[config.mk]
export PLATFORM = sky130hd
export DESIGN_NAME = wb_commit
export DESIGN_NICKNAME = d
export VERILOG_FILES = /design/src/rtl/wb_commit_pkg.sv /design/src/rtl/wb_commit_load_ext.sv /design/src/rtl/wb_commit.sv
export SDC_FILE = /design/constraint.sdc
export NUM_CORES = 1
export LEC_CHECK = 0
export CAP_MARGIN = 30
export CORE_MARGIN = 1
export CORE_UTILIZATION = 44
export DETAILED_ROUTE_END_ITERATION = 8
export MAX_ROUTING_LAYER = met4
export PLACE_DENSITY = 0.95
export SLEW_MARGIN = 40
export SYNTH_ARGS = -nofsm -noshare
export SYNTH_HDL_FRONTEND = slang
export SYNTH_SLANG_ARGS = --single-unit
[constraint.sdc]
create_clock -name clk_i -period 3.2 [get_ports clk_i]
set_clock_uncertainty 0.1 [all_clocks]
set_input_delay 0.48 -clock clk_i [delete_from_list [all_inputs] [get_ports clk_i]]
set_output_delay 0.48 -clock clk_i [all_outputs]
set_load 0.01 [all_outputs]
[src/rtl/wb_commit_pkg.sv]
`default_nettype none
// ============================================================================
// Module   : wb_commit_pkg
// Brief    : Shared widths, load funct3 codes and source-select encoding for
//            the writeback/commit stage.
// Revision : 1.0
// ============================================================================
package wb_commit_pkg;

    localparam int unsigned c_XLEN       = 32;
    localparam int unsigned c_REG_NUM    = 32;
    localparam int unsigned c_REG_ADDR_W = 5;

    localparam logic [2:0] c_F3_LB  = 3'b000;
    localparam logic [2:0] c_F3_LH  = 3'b001;
    localparam logic [2:0] c_F3_LW  = 3'b010;
    localparam logic [2:0] c_F3_LBU = 3'b100;
    localparam logic [2:0] c_F3_LHU = 3'b101;

    typedef enum logic [1:0] {
        SRC_NONE = 2'd0,
        SRC_EX   = 2'd1,
        SRC_LSU  = 2'd2
    } wb_src_e;

endpackage : wb_commit_pkg
`default_nettype wire

[src/rtl/wb_commit_load_ext.sv]
`default_nettype none
// ============================================================================
// Module   : wb_commit_load_ext
// Brief    : Selects the addressed byte/half of an aligned memory word and
//            sign- or zero-extends it according to the load funct3.
// Revision : 1.0
// ============================================================================
module wb_commit_load_ext
    import wb_commit_pkg::*;
#(
    parameter int unsigned XLEN = c_XLEN
) (
    input  logic [2:0]      i_funct3,
    input  logic [1:0]      i_byte_off,
    input  logic [XLEN-1:0] i_rdata,
    output logic [XLEN-1:0] o_data
);

    logic [7:0]  w_byte;
    logic [15:0] w_half;

    always_comb begin
        case (i_byte_off)
            2'd0:    w_byte = i_rdata[7:0];
            2'd1:    w_byte = i_rdata[15:8];
            2'd2:    w_byte = i_rdata[23:16];
            default: w_byte = i_rdata[31:24];
        endcase
        // Halves are naturally aligned, so only off[1] picks the half.
        w_half = i_byte_off[1] ? i_rdata[31:16] : i_rdata[15:0];
    end

    always_comb begin
        o_data = i_rdata;
        case (i_funct3)
            c_F3_LB:  o_data = {{(XLEN-8){w_byte[7]}}, w_byte};
            c_F3_LH:  o_data = {{(XLEN-16){w_half[15]}}, w_half};
            c_F3_LBU: o_data = {{(XLEN-8){1'b0}}, w_byte};
            c_F3_LHU: o_data = {{(XLEN-16){1'b0}}, w_half};
            default:  o_data = i_rdata;
        endcase
    end

endmodule : wb_commit_load_ext
`default_nettype wire

[src/rtl/wb_commit.sv]
`default_nettype none
// ============================================================================
// Module   : wb_commit
// Brief    : Writeback/commit stage: LSU-over-EX arbitration, registered
//            register-file write port and per-register busy scoreboard.
//            Optional same-cycle bypass enabled by macro WB_BYPASS_EN.
// Revision : 1.0
// ============================================================================
module wb_commit
    import wb_commit_pkg::*;
#(
    parameter int unsigned XLEN    = c_XLEN,
    parameter int unsigned REG_NUM = c_REG_NUM
) (
    input  logic                    clk_i,
    input  logic                    rst_i,
    input  logic                    ex_valid_i,
    output logic                    ex_ready_o,
    input  logic                    ex_rd_we_i,
    input  logic [c_REG_ADDR_W-1:0] ex_rd_addr_i,
    input  logic [XLEN-1:0]         ex_rd_data_i,
    input  logic                    lsu_valid_i,
    output logic                    lsu_ready_o,
    input  logic [c_REG_ADDR_W-1:0] lsu_rd_addr_i,
    input  logic [2:0]              lsu_funct3_i,
    input  logic [1:0]              lsu_byte_off_i,
    input  logic [XLEN-1:0]         lsu_rdata_i,
    input  logic                    issue_we_i,
    input  logic [c_REG_ADDR_W-1:0] issue_rd_i,
    output logic [REG_NUM-1:0]      busy_o,
    output logic                    rd_we_o,
    output logic [c_REG_ADDR_W-1:0] rd_addr_o,
    output logic [XLEN-1:0]         rd_data_o,
    output logic                    fwd_valid_o,
    output logic [c_REG_ADDR_W-1:0] fwd_addr_o,
    output logic [XLEN-1:0]         fwd_data_o
);

    logic                    r_lsu_ready;
    logic                    r_rd_we;
    logic [c_REG_ADDR_W-1:0] r_rd_addr;
    logic [XLEN-1:0]         r_rd_data;
    logic [REG_NUM-1:0]      r_busy;

    wb_src_e                 w_src;
    logic                    w_lsu_accept;
    logic                    w_ex_accept;
    logic                    w_accept;
    logic                    w_wb_we;
    logic [c_REG_ADDR_W-1:0] w_wb_addr;
    logic [XLEN-1:0]         w_wb_data;
    logic [XLEN-1:0]         w_load_data;
    logic [REG_NUM-1:0]      w_set;
    logic [REG_NUM-1:0]      w_clr;
    logic [REG_NUM-1:0]      w_busy_next;

    // ------------------------------------------------------------------
    // Arbitration: the LSU cannot be stalled, so it always wins.
    // ------------------------------------------------------------------
    assign ex_ready_o   = ~lsu_valid_i;
    assign lsu_ready_o  = r_lsu_ready;
    assign w_lsu_accept = lsu_valid_i & r_lsu_ready;
    assign w_ex_accept  = ex_valid_i & ex_ready_o;
    assign w_accept     = w_lsu_accept | w_ex_accept;

    always_comb begin
        w_src = SRC_NONE;
        if (w_lsu_accept) begin
            w_src = SRC_LSU;
        end else if (w_ex_accept) begin
            w_src = SRC_EX;
        end
    end

    wb_commit_load_ext #(
        .XLEN (XLEN)
    ) u_load_ext (
        .i_funct3   (lsu_funct3_i),
        .i_byte_off (lsu_byte_off_i),
        .i_rdata    (lsu_rdata_i),
        .o_data     (w_load_data)
    );

    // Writes to x0 still complete the handshake but never reach the file.
    always_comb begin
        w_wb_we   = 1'b0;
        w_wb_addr = r_rd_addr;
        w_wb_data = r_rd_data;
        case (w_src)
            SRC_LSU: begin
                w_wb_we   = (lsu_rd_addr_i != '0);
                w_wb_addr = lsu_rd_addr_i;
                w_wb_data = w_load_data;
            end
            SRC_EX: begin
                w_wb_we   = ex_rd_we_i && (ex_rd_addr_i != '0);
                w_wb_addr = ex_rd_addr_i;
                w_wb_data = ex_rd_data_i;
            end
            default: begin
                w_wb_we   = 1'b0;
            end
        endcase
    end

    // ------------------------------------------------------------------
    // Registered register-file write port
    // ------------------------------------------------------------------
    always_ff @(posedge clk_i or posedge rst_i) begin
        if (rst_i) begin
            r_lsu_ready <= 1'b0;
            r_rd_we     <= 1'b0;
            r_rd_addr   <= '0;
            r_rd_data   <= '0;
        end else begin
            r_lsu_ready <= 1'b1;
            r_rd_we     <= w_wb_we;
            if (w_accept) begin
                r_rd_addr <= w_wb_addr;
                r_rd_data <= w_wb_data;
            end
        end
    end

    assign rd_we_o   = r_rd_we;
    assign rd_addr_o = r_rd_addr;
    assign rd_data_o = r_rd_data;

    // ------------------------------------------------------------------
    // Busy scoreboard: a new issue beats a retiring write to the same reg.
    // ------------------------------------------------------------------
    always_comb begin
        w_set = '0;
        w_clr = '0;
        for (int i = 1; i < int'(REG_NUM); i++) begin
            w_set[i] = issue_we_i && (issue_rd_i == c_REG_ADDR_W'(i));
            w_clr[i] = r_rd_we && (r_rd_addr == c_REG_ADDR_W'(i));
        end
        w_busy_next    = (r_busy & ~w_clr) | w_set;
        w_busy_next[0] = 1'b0;
    end

    always_ff @(posedge clk_i or posedge rst_i) begin
        if (rst_i) begin
            r_busy <= '0;
        end else begin
            r_busy <= w_busy_next;
        end
    end

    assign busy_o = r_busy;

`ifndef SYNTHESIS
    // Decode must not re-issue to a register whose write is still pending,
    // unless that write is retiring in this very cycle.
    always_ff @(posedge clk_i) begin
        if (!rst_i && issue_we_i && (issue_rd_i != '0)) begin
            assert (!r_busy[issue_rd_i] || (r_rd_we && (r_rd_addr == issue_rd_i)));
        end
    end
`endif

    // ------------------------------------------------------------------
    // Optional bypass of the result being accepted this cycle
    // ------------------------------------------------------------------
`ifdef WB_BYPASS_EN
    assign fwd_valid_o = w_wb_we;
    assign fwd_addr_o  = w_wb_we ? w_wb_addr : '0;
    assign fwd_data_o  = w_wb_we ? w_wb_data : '0;
`else
    assign fwd_valid_o = 1'b0;
    assign fwd_addr_o  = '0;
    assign fwd_data_o  = '0;
`endif

endmodule : wb_commit
`default_nettype wire

==> out/results.ini, run 1 <==
[die]
die_w_um=96.21
dieArea_sq_mm=0.009255
ios=200
die_y_um=96.21
row_count=34
coreArea_sq_mm=0.008636
start_util_pct=45.22

[detailed_routing]
vias_per_cell=5.792
drtAntennaViolNets=0
remaining_drc_errors=0
firstDrtPassIters=6
num_vias=4072
drt_iter0_markers=260
wl_per_cell_um=17.88
drt_wl_total_mm=12.57

[timing]
finalSetupViolations=0
rsz0062_at_grt=false
slew_violations=0
finalSetupTns_ns=0
max_freq_ghz=0.3897
hold_viol_final=0
fin_crit_sh_pct=80.20
slew_headroom_pct=46.93
worst_pin_slew_ns=0.7944
fin_crit_ns=2.566
layout_setup_ws_ns=0.6337

[grt]
gr-total-overflow=0
use_met2_pct=47.04
grt_start_max_net_pins=38
grt.busiest_layer=met2
use_met3_pct=4.660
grt_usage_pct=28.35
use_met1_pct=33.53
antenna_found_initial=0
grt_pass1_vias=3846
grt_pass1_wl_mm=19.11

[worst_setup_path]
critPathRequiredTime_ns=3.34
path_cells=clkdlybuf4s50_1 -> mux2_2 -> mux4_2 -> or3_1 -> a22o_1
startpoint_type=primary input
path_max_fanout=14
max_stage_delay_ns=0.55
cp_slowest_cell=or3_1
cp_data_arrival_time_ns=2.70
cp-end-kind=register
crit_type=in -> reg
critPathBufInv=1
critical_path.top_delay_family=multiplexers

[power]
pwr_density_cell_mw_per_mm2=528.5
power_leakage_nw=2.238
ir_worst_vdd_mv=0.2203
power_w=0.002987

[synth]
yosysMostFrequentCell=o21ai_0
ys.flop_type=dfrtp_1
synth_compound_area_share_pct=27.97
netlist_instances=437
synth-seq-cells=70
yosysUniqueCellTypes=37
synth_top_area_cell=dfrtp_1
ys_seq_area_share_pct=44.86
synth_top_family_by_area=compound AO/OA/AOI/OAI gates
syn_area_per_cell_sq_um=8.936
synth-edff-count=0
synth-xor-area-share_pct=0
postSynth.asyncResetShare_pct=100.0
synth_warnings=0
muxShareOfSynthArea_pct=2.083
synthTopCellsByArea=dfrtp_1, o21ai_0, buf_4
synthSimpleGateAreaFrac_pct=14.26
synth_fa_ha_area_share_pct=0
synth_common_cells=o21ai_0, dfrtp_1, nand2_1
synth_area_sq_mm=0.003905
synth_top_area_share_pct=44.86

[placement]
place_ws_ns=0.2955
hpwl_mm=9.526
place_congestion=0.9697
place_area_sq_mm=0.005478
numPortBuffers=160

[cells_and_area]
finalInstanceArea_sq_mm=0.005652
area_delta_synth_final_pct=44.73
layout.nets=680
final_layout_size_suffix_gt1_share_pct=6.050
diodes=0
finish.utilization_pct=65.44

[cts]
clk_path_buf_depth=2
path_clk_slew_ns=0.08
cts_buffers=9
cts.sinks=70
h-tree-depth=3
cts.repair.resized=0
cts_hold_buffers=0
tritoncts=built
cts_root_buffer=clkbuf_8
cts_setup_buffers=0
worstSkewPairLatency_ns=0.35

[job]
maxCapViolCount=0

[status]
status=completed

[worst_hold_path]
min_path_type=reg -> reg

[logic make-up after synthesis]
kind of cell | after synthesis
buf+inv | 69
flops | 70
mux | 5
other cells | 2
compound gates | 177
simple gates | 114
[layout make-up]
| class | instances | area (sq um) |
|---|---|---|
| Inverter | 3 | 12.51 |
| Multi-Input combinational cell | 336 | 1891 |
| Sequential cell | 70 | 1752 |
| Clock buffer | 9 | 123.9 |
| Fill cell | 678 | 2984 |
| Tap cell | 108 | 135.1 |
| Timing Repair Buffer | 170 | 1689 |
| Clock inverter | 7 | 48.80 |
[per-stage QoR]
stage / std cells / hold WS (ns)
CTS: 703 / 0.3891
floorplan: 475 / 0.4181
detailed placement: 687 / 0.3724
global route: 703 / 0.4232
global placement: 687 / 0.3684
finish: 703 / 0.3847
[metal layers]
metal  wire [um]  part of all wire, %
met1        4646                   37
met3        1253                   10
met2        6274                   50
met4         397                  3.2
met5           0                    0
[flip-flops by register name (all words and copies together), names as in the netlist]
name,cells
busy_o,31
lsu_ready_o,1
rd_addr_o,5
rd_data_o,32
rd_we_o,1
[worst paths after layout]
path | to | depth (start not counted) | slack, ns | startpoint
max | rd_data_o[22] | 5 | 0.63 | lsu_byte_off_i[0]
min | rd_data_o[15] | 1 | 0.38 | rd_data_o[15]
max reg2reg | rd_data_o[14] | 6 | 1.52 | lsu_ready_o
min reg2reg | rd_data_o[15] | 1 | 0.38 | rd_data_o[15]
max in group asynchronous | rd_we_o | 3 | 1.99 | rst_i
min in group asynchronous | rd_data_o[24] | 2 | 0.41 | rst_i
[cell usage in the layout (no fill, tap or decap), types with 2 or more instances in the layout]
master,instances
clkdlybuf4s50_1,160
o21ai_0,99
dfrtp_1,70
nand2_1,42
conb_1,40
a22oi_1,20
nor2_1,17
nor2b_1,14
a211oi_1,14
a22o_1,14
nand3_1,11
a21oi_1,9
nand2b_1,9
clkbuf_8,9
buf_4,9
or3_1,8
a21o_1,8
o311ai_0,7
clkinv_2,4
a32oi_1,3
mux2_2,2
or4_1,2
nand4_1,2
nand4b_1,2
or2_2,2
clkinv_4,2
[power by group]
part	leakage (nW)	total (W)	switching, W	internal, W
sequential	0.795	0.00125	0.000151	0.00110
clock	0.0894	0.000645	0.000362	0.000282
combinational	1.35	0.00109	0.000478	0.000613
total	2.24	0.00299	0.000991	0.00200
Power figures use the tool's default switching activity.
==> inputs of run 2 (changes only) <==
--- a/config.mk
+++ b/config.mk
@@ -7,10 +7,10 @@
 export LEC_CHECK = 0
 export CAP_MARGIN = 30
 export CORE_MARGIN = 1
-export CORE_UTILIZATION = 44
+export CORE_UTILIZATION = 36
 export DETAILED_ROUTE_END_ITERATION = 8
 export MAX_ROUTING_LAYER = met4
-export PLACE_DENSITY = 0.95
+export PLACE_DENSITY = 0.87
 export SLEW_MARGIN = 40
 export SYNTH_ARGS = -nofsm -noshare
 export SYNTH_HDL_FRONTEND = slang
==> constraint.sdc (replaced) <==
create_clock -name clk_i -period 2.1 [get_ports clk_i]
set_clock_uncertainty 0.1 [all_clocks]
set_input_delay 0.315 -clock clk_i [delete_from_list [all_inputs] [get_ports clk_i]]
set_output_delay 0.315 -clock clk_i [all_outputs]
set_load 0.01 [all_outputs]
==> run 2 against run 1 <==
Compared with the run above:
- setup slack worse by 0.61 ns
- total power is 58% higher
- hold slack worse by 0.14 ns
- combinational power is 57% higher
- design area is 3.9% higher
- sequential share of layout area is 1.1 points lower
- critical endpoint is now rd_data_o[16]
==> out/results.ini, run 2 (synthesis gave the netlist of run 1 again) <==
[worst_setup_path]
startpoint_type=primary input
path_cells=clkdlybuf4s50_1 -> mux2_2 -> mux4_2 -> or3_1 -> buf_6 -> a22o_1
cp-end-kind=register
critPathRequiredTime_ns=2.22  ; -1.12 ns
crit_type=in -> reg
cp_data_arrival_time_ns=2.19  ; -0.51 ns
critPathBufInv=2  ; +1
path_max_fanout=14  ; unchanged
cp_slowest_cell=mux4_2
critical_path.top_delay_family=multiplexers
max_stage_delay_ns=0.46  ; -0.09 ns

[timing]
finalSetupViolations=0  ; unchanged
worst_pin_slew_ns=0.5536  ; -0.2409 ns
slew_violations=0  ; unchanged
hold_viol_final=0  ; unchanged
slew_headroom_pct=63.01  ; +16 points
fin_crit_ns=2.074
max_freq_ghz=0.4821
finalSetupTns_ns=0  ; unchanged
fin_crit_sh_pct=98.78
rsz0062_at_grt=false
layout_setup_ws_ns=0.02569  ; -0.6080 ns

[placement]
place_congestion=0.9111  ; -6.0%
numPortBuffers=160  ; unchanged
hpwl_mm=10.24  ; +7.5%
place_ws_ns=-0.4614  ; -0.7569 ns
dp_cells=735  ; +7.0%

[power]
power_frac_comb_pct=36.3  ; -0.2 points
switchingPower_w=0.001446  ; +46%
pwr_density_cell_mw_per_mm2=803.1  ; +52%
power_leakage_nw=2.346  ; +4.8%
p_clk_share_pct=23.4  ; +1.8 points
ir_worst_vdd_mv=0.4237  ; +92%
swShare_pct=30.68  ; -2.5 points
internal_power_w=0.003268  ; +64%
power_frac_seq_pct=40.3  ; -1.6 points

[grt]
gr-total-overflow=0  ; unchanged
grt_pass1_vias=3994  ; +3.8%
grt_usage_pct=24.00  ; -4.4 points
antenna_found_initial=0  ; unchanged
grt_start_max_net_pins=56  ; +47%
grt_pass1_wl_mm=20.51  ; +7.3%

[cells_and_area]
layout.nets=700  ; +2.9%
finish.utilization_pct=56.35  ; -9.1 points
area_delta_synth_final_pct=50.30
layout_commonest_cell=clkdlybuf4s50_1
diodes=0  ; unchanged
final_cell_mix=clkdlybuf4s50_1, o21ai_0, dfrtp_1
instances_no_fill=748  ; +6.4%
largest_register_ffs=32  ; unchanged
final_layout_size_suffix_gt1_share_pct=8.660  ; +2.6 points
n_fill_cell=905  ; +33%

[cts]
h-tree-depth=3  ; unchanged
cts.sinks=70  ; unchanged
worstSkewPairLatency_ns=0.33  ; -0.02 ns
cts_setup_buffers=0  ; unchanged
cts_buffers=9  ; unchanged
cts_hold_buffers=0  ; unchanged
clk_path_buf_depth=2  ; unchanged
cts_root_buffer=clkbuf_8
tritoncts=built
cts.repair.resized=2  ; +2
path_clk_slew_ns=0.08  ; about the same

[die]
die_w_um=106.2  ; +10%
die_y_um=106.2  ; +10%
coreArea_sq_mm=0.01042  ; +21%
start_util_pct=37.49  ; -7.7 points
row_count=37  ; +8.8%
dieArea_sq_mm=0.01127  ; +22%
ios=200  ; unchanged

[worst_hold_path]
min_path_type=in -> async

[detailed_routing]
wl_per_cell_um=17.58  ; -1.7%
firstDrtPassIters=5  ; -1
num_vias=4031  ; -1.0%
vias_per_cell=5.389  ; -7.0%
remaining_drc_errors=0  ; unchanged
drt_iter0_markers=266  ; +2.3%
drt_wl_total_mm=13.15  ; +4.6%
drtAntennaViolNets=0  ; unchanged

[status]
status=completed

[job]
maxCapViolCount=0  ; unchanged

run 2: per-stage QoR:
stage	instance area, sq um	hold WS, ns	total power [W]
2_1_floorplan	4051	0.3307	0.002577
3_3_place_gp	5667	0.3653	0.003557
3_5_place_dp	5672	0.3853	0.003625
4_1_cts	5869	0.2390	0.004736
5_1_grt	5869	0.2533	0.004963
6_report	5869	0.2457	0.004714
run 2: path summary, 6_finish.rpt:
check / from / end / slack [ns] / cells after the start
worst max-delay path: lsu_rdata_i[31] / rd_data_o[16] / 0.03 / 6
worst min-delay path: rst_i / rd_data_o[3] / 0.25 / 2
worst max register to register: lsu_ready_o / rd_data_o[9] / 0.33 / 4
worst min register to register: rd_data_o[15] / rd_data_o[15] / 0.40 / 1
max in group asynchronous: rst_i / busy_o[6] / 1.03 / 3
min in group clk_i: rd_data_o[15] / rd_data_o[15] / 0.40 / 1
run 2: metal layers:
layer / vias up / wire, um / track usage (%)
met1: 1917 / 5261 / 28.68
met5: - / 0 / -
li1: 1852 / - / -
met3: 17 / 1028 / 4.721
met4: 0 / 212 / 7.639
met2: 245 / 6646 / 40.68
run 2: cell type report:
type,count,area (sq um),share of cell area (%)
Multi-Input combinational cell,336,1896,32.30
Sequential cell,70,1752,29.84
Inverter,3,15.01,0.2558
Timing Repair Buffer,190,1842,31.38
Clock buffer,12,165.2,2.814
Clock inverter,1,30.03,0.5116
Tap cell,136,170.2,2.899
run 2: power groups by stage:
stage	combinational (W)	sequential [W]	clock (W)
2_1_floorplan	0.000554	0.00202	0
3_3_place_gp	0.00165	0.00190	0
3_5_place_dp	0.00171	0.00192	0
4_1_cts	0.00171	0.00189	0.00113
5_1_grt	0.00184	0.00193	0.00119
6_report	0.00171	0.00190	0.00110
run 2: worst reg2reg max path, cell delays in order, from the launching register on:
cell	delay, ns
dfrtp_1	0.38
and2_1	0.20
buf_4	0.27
nand2_1	0.24
o311ai_0	0.45
==> edit: new RTL, flow settings as in run 1 <==
`c_REG_NUM`: 32 -> 16.
--- a/src/rtl/wb_commit_pkg.sv
+++ b/src/rtl/wb_commit_pkg.sv
@@ -8,7 +8,7 @@
 package wb_commit_pkg;
 
     localparam int unsigned c_XLEN       = 32;
-    localparam int unsigned c_REG_NUM    = 32;
+    localparam int unsigned c_REG_NUM    = 16;
     localparam int unsigned c_REG_ADDR_W = 5;
 
     localparam logic [2:0] c_F3_LB  = 3'b000;
Interface: changed (resized busy_o); port bits go from 200 to 184. No check against the original RTL was run, so the function may have changed too.
==> edit against run 1 <==
- combinational power is 26% lower
- total power is 30% lower
- maximum frequency is 6.7% higher
- count of clock-buffer cells in the layout is 4 lower
- design area is 16% lower
- sequential cell count is 16 lower
- setup slack better by 0.16 ns
- final cell count is 15% lower
- area after synthesis is 16% lower
- die area is 15% lower
- critical path type is now in -> out
- largest cell class unchanged
- non-clock buffer count is 17 lower
- routed wire length is 19% lower
==> edit: results (changes against run 1) <==
| Metric | Value |
|---|---|
| Status | finished, final reports clean (unchanged) |
| Sw frac | 0.3210 (was 0.3319) |
| Diodes inserted | 0 (unchanged) |
| Number of flip-flops in the largest register | 32 (unchanged) |
| Yosys warning total | 0 (unchanged) |
| Worst hold-check path type | reg -> reg (unchanged) |
| Post-DP HPWL | 7930 um (was 9526 um) |
| CP delay by family, top | buffers and inverters (was multiplexers) |
| Vias in the first global route | 3302 (was 3846) |
| Max Buffers Root-to-Sink | 2 (unchanged) |
| H-Tree Depth | 2 (was 3) |
| Initial DRC count | 208 (was 260) |
| Worst path max stage delay | 0.55 ns (about the same) |
| Leakage | 1.866 nW (was 2.238 nW) |
| Sequential area share after synthesis | 0.4102 (was 0.4486) |
| Count of different cell masters after synthesis | 38 (was 37) |
| Final-report setup violation count | 0 (unchanged) |
| VDD IR max | 0.2047 mV (was 0.2203 mV) |
| Clk_lat worst skew | 0.30 ns (was 0.35 ns) |
| Fraction of layout cells with a size suffix above 1 | 0.07000 (was 0.06050) |
| Clock-pin slew on the worst setup and hold paths | 0.09 ns |
| Vias/cell | 5.728 (was 5.792) |
| Fillers | 580 (was 678) |
| Number of port buffers | 144 (was 160) |
| Final #Nets | 589 (was 680) |
| R2R Setup Slk | 1.44 ns (was 1.52 ns) |
| DR pass1 iterations | 4 (was 6) |
| Hold-critical path depth | 2 (was 1) |
| GRT Total Usage | 0.2693 (was 0.2835) |
| Async set or reset register ratio after synthesis | 1.000 (unchanged) |
| CTS buffer count | 5 (was 9) |
| Post-CTS setup buffers | 0 (unchanged) |
| Most frequent cells after synthesis | o21ai_0, dfrtp_1, buf_4, nor2b_1, a22oi_1 (was o21ai_0, dfrtp_1, nand2_1, buf_4, clkbuf_1) |
| Global-route wire length before repair | 15640 um (was 19110 um) |
| Top post-synthesis cells by area | dfrtp_1, o21ai_0, buf_4 (unchanged) |
| Headroom to the max-slew limit | 0.4869 (was 0.4693) |
| Post_cts resized | 0 (unchanged) |
| Clock root cell | clkbuf_8 (unchanged) |
| Hold WS | 0.4058 ns (was 0.3847 ns) |
| Initial antenna violation count | 0 (unchanged) |
| GP Congestion | 0.9221 (was 0.9697) |
| Largest net degree at the start of global routing | 31 (was 38) |
| Critical path arrival | 1.82 ns (was 2.70 ns) |
| R2r worst-path depth | 3 (was 6) |
| Crit-path max FO | 16 (was 14) |
| Worst path slowest cell | clkdlybuf4s50_1 (was or3_1) |
| Routed WL | 10130 um (was 12570 um) |
[edit: stage by stage]
stage / setup slack, ns / std cells / utilization / instance area [um^2]
floorplan: 1.305 / 400 / - / 3437
global placement: 0.8107 / 591 / 0.6450 / 4678
detailed placement: 0.7460 / 591 / 0.6450 / 4678
CTS: 0.7951 / 599 / 0.6574 / 4768
global route: 0.7020 / 599 / 0.6574 / 4768
finish: 0.7958 / 599 / 0.6574 / 4768
[edit: cell families (layout without fill, tap and decap cells)]
family / Yosys count / count (layout) / synth area share
AOI/OAI and AO/OA: 155 / 155 / 0.3069
buffers and inverters: 65 / 165 / 0.1242
muxes: 2 / 2 / 0.01102
other: 2 / 40 / 0.002280
DFF: 54 / 54 / 0.4102
and+or+nand+nor: 84 / 84 / 0.1455
[edit: final timing paths]
kind / from / to
min: rd_data_o[16]$_DFFE_PP0P_ / rd_data_o[16]$_DFFE_PP0P_
min reg2reg: rd_data_o[16]$_DFFE_PP0P_ / rd_data_o[16]$_DFFE_PP0P_
max in group asynchronous: rst_i / lsu_ready_o$_DFF_PP0_
min in group asynchronous: rst_i / rd_data_o[20]$_DFFE_PP0P_
max: lsu_valid_i / ex_ready_o
max reg2reg: lsu_ready_o$_DFF_PP0_ / rd_data_o[26]$_DFFE_PP0P_
[edit: worst min-delay path: stages (launching register included)]
cell and delay (ns):
dfrtp_1 0.36, nand2_1 0.06, nand3_2 0.06
[edit: power by group through the flow]
stage	sequential (mW)	clock (mW)	combinational (mW)
after global placement	0.917	0	0.779
final	0.914	0.379	0.810
after CTS	0.912	0.396	0.808
after floorplan	0.976	0	0.294
after global routing	0.929	0.425	0.875
after detailed placement	0.925	0	0.807
[edit: cell type report]
type                       instances  area share
timing repair buffer             153      0.3165
tap                               99     0.02598
inverter                           4    0.003149
sequential                        54      0.2834
clock inverter                     3    0.004461
clock buffer                       5     0.01443
multi-input combinational        281      0.3521
[edit: routing by layer]
layer,share of wire,GRT usage,up-vias,wire length [um]
li1,-,-,1540,-
met2,0.52,0.4727,205,5247
met1,0.37,0.2997,1659,3724
met3,0.086,0.04757,27,869
met5,0,-,-,0
met4,0.029,0.1158,0,291
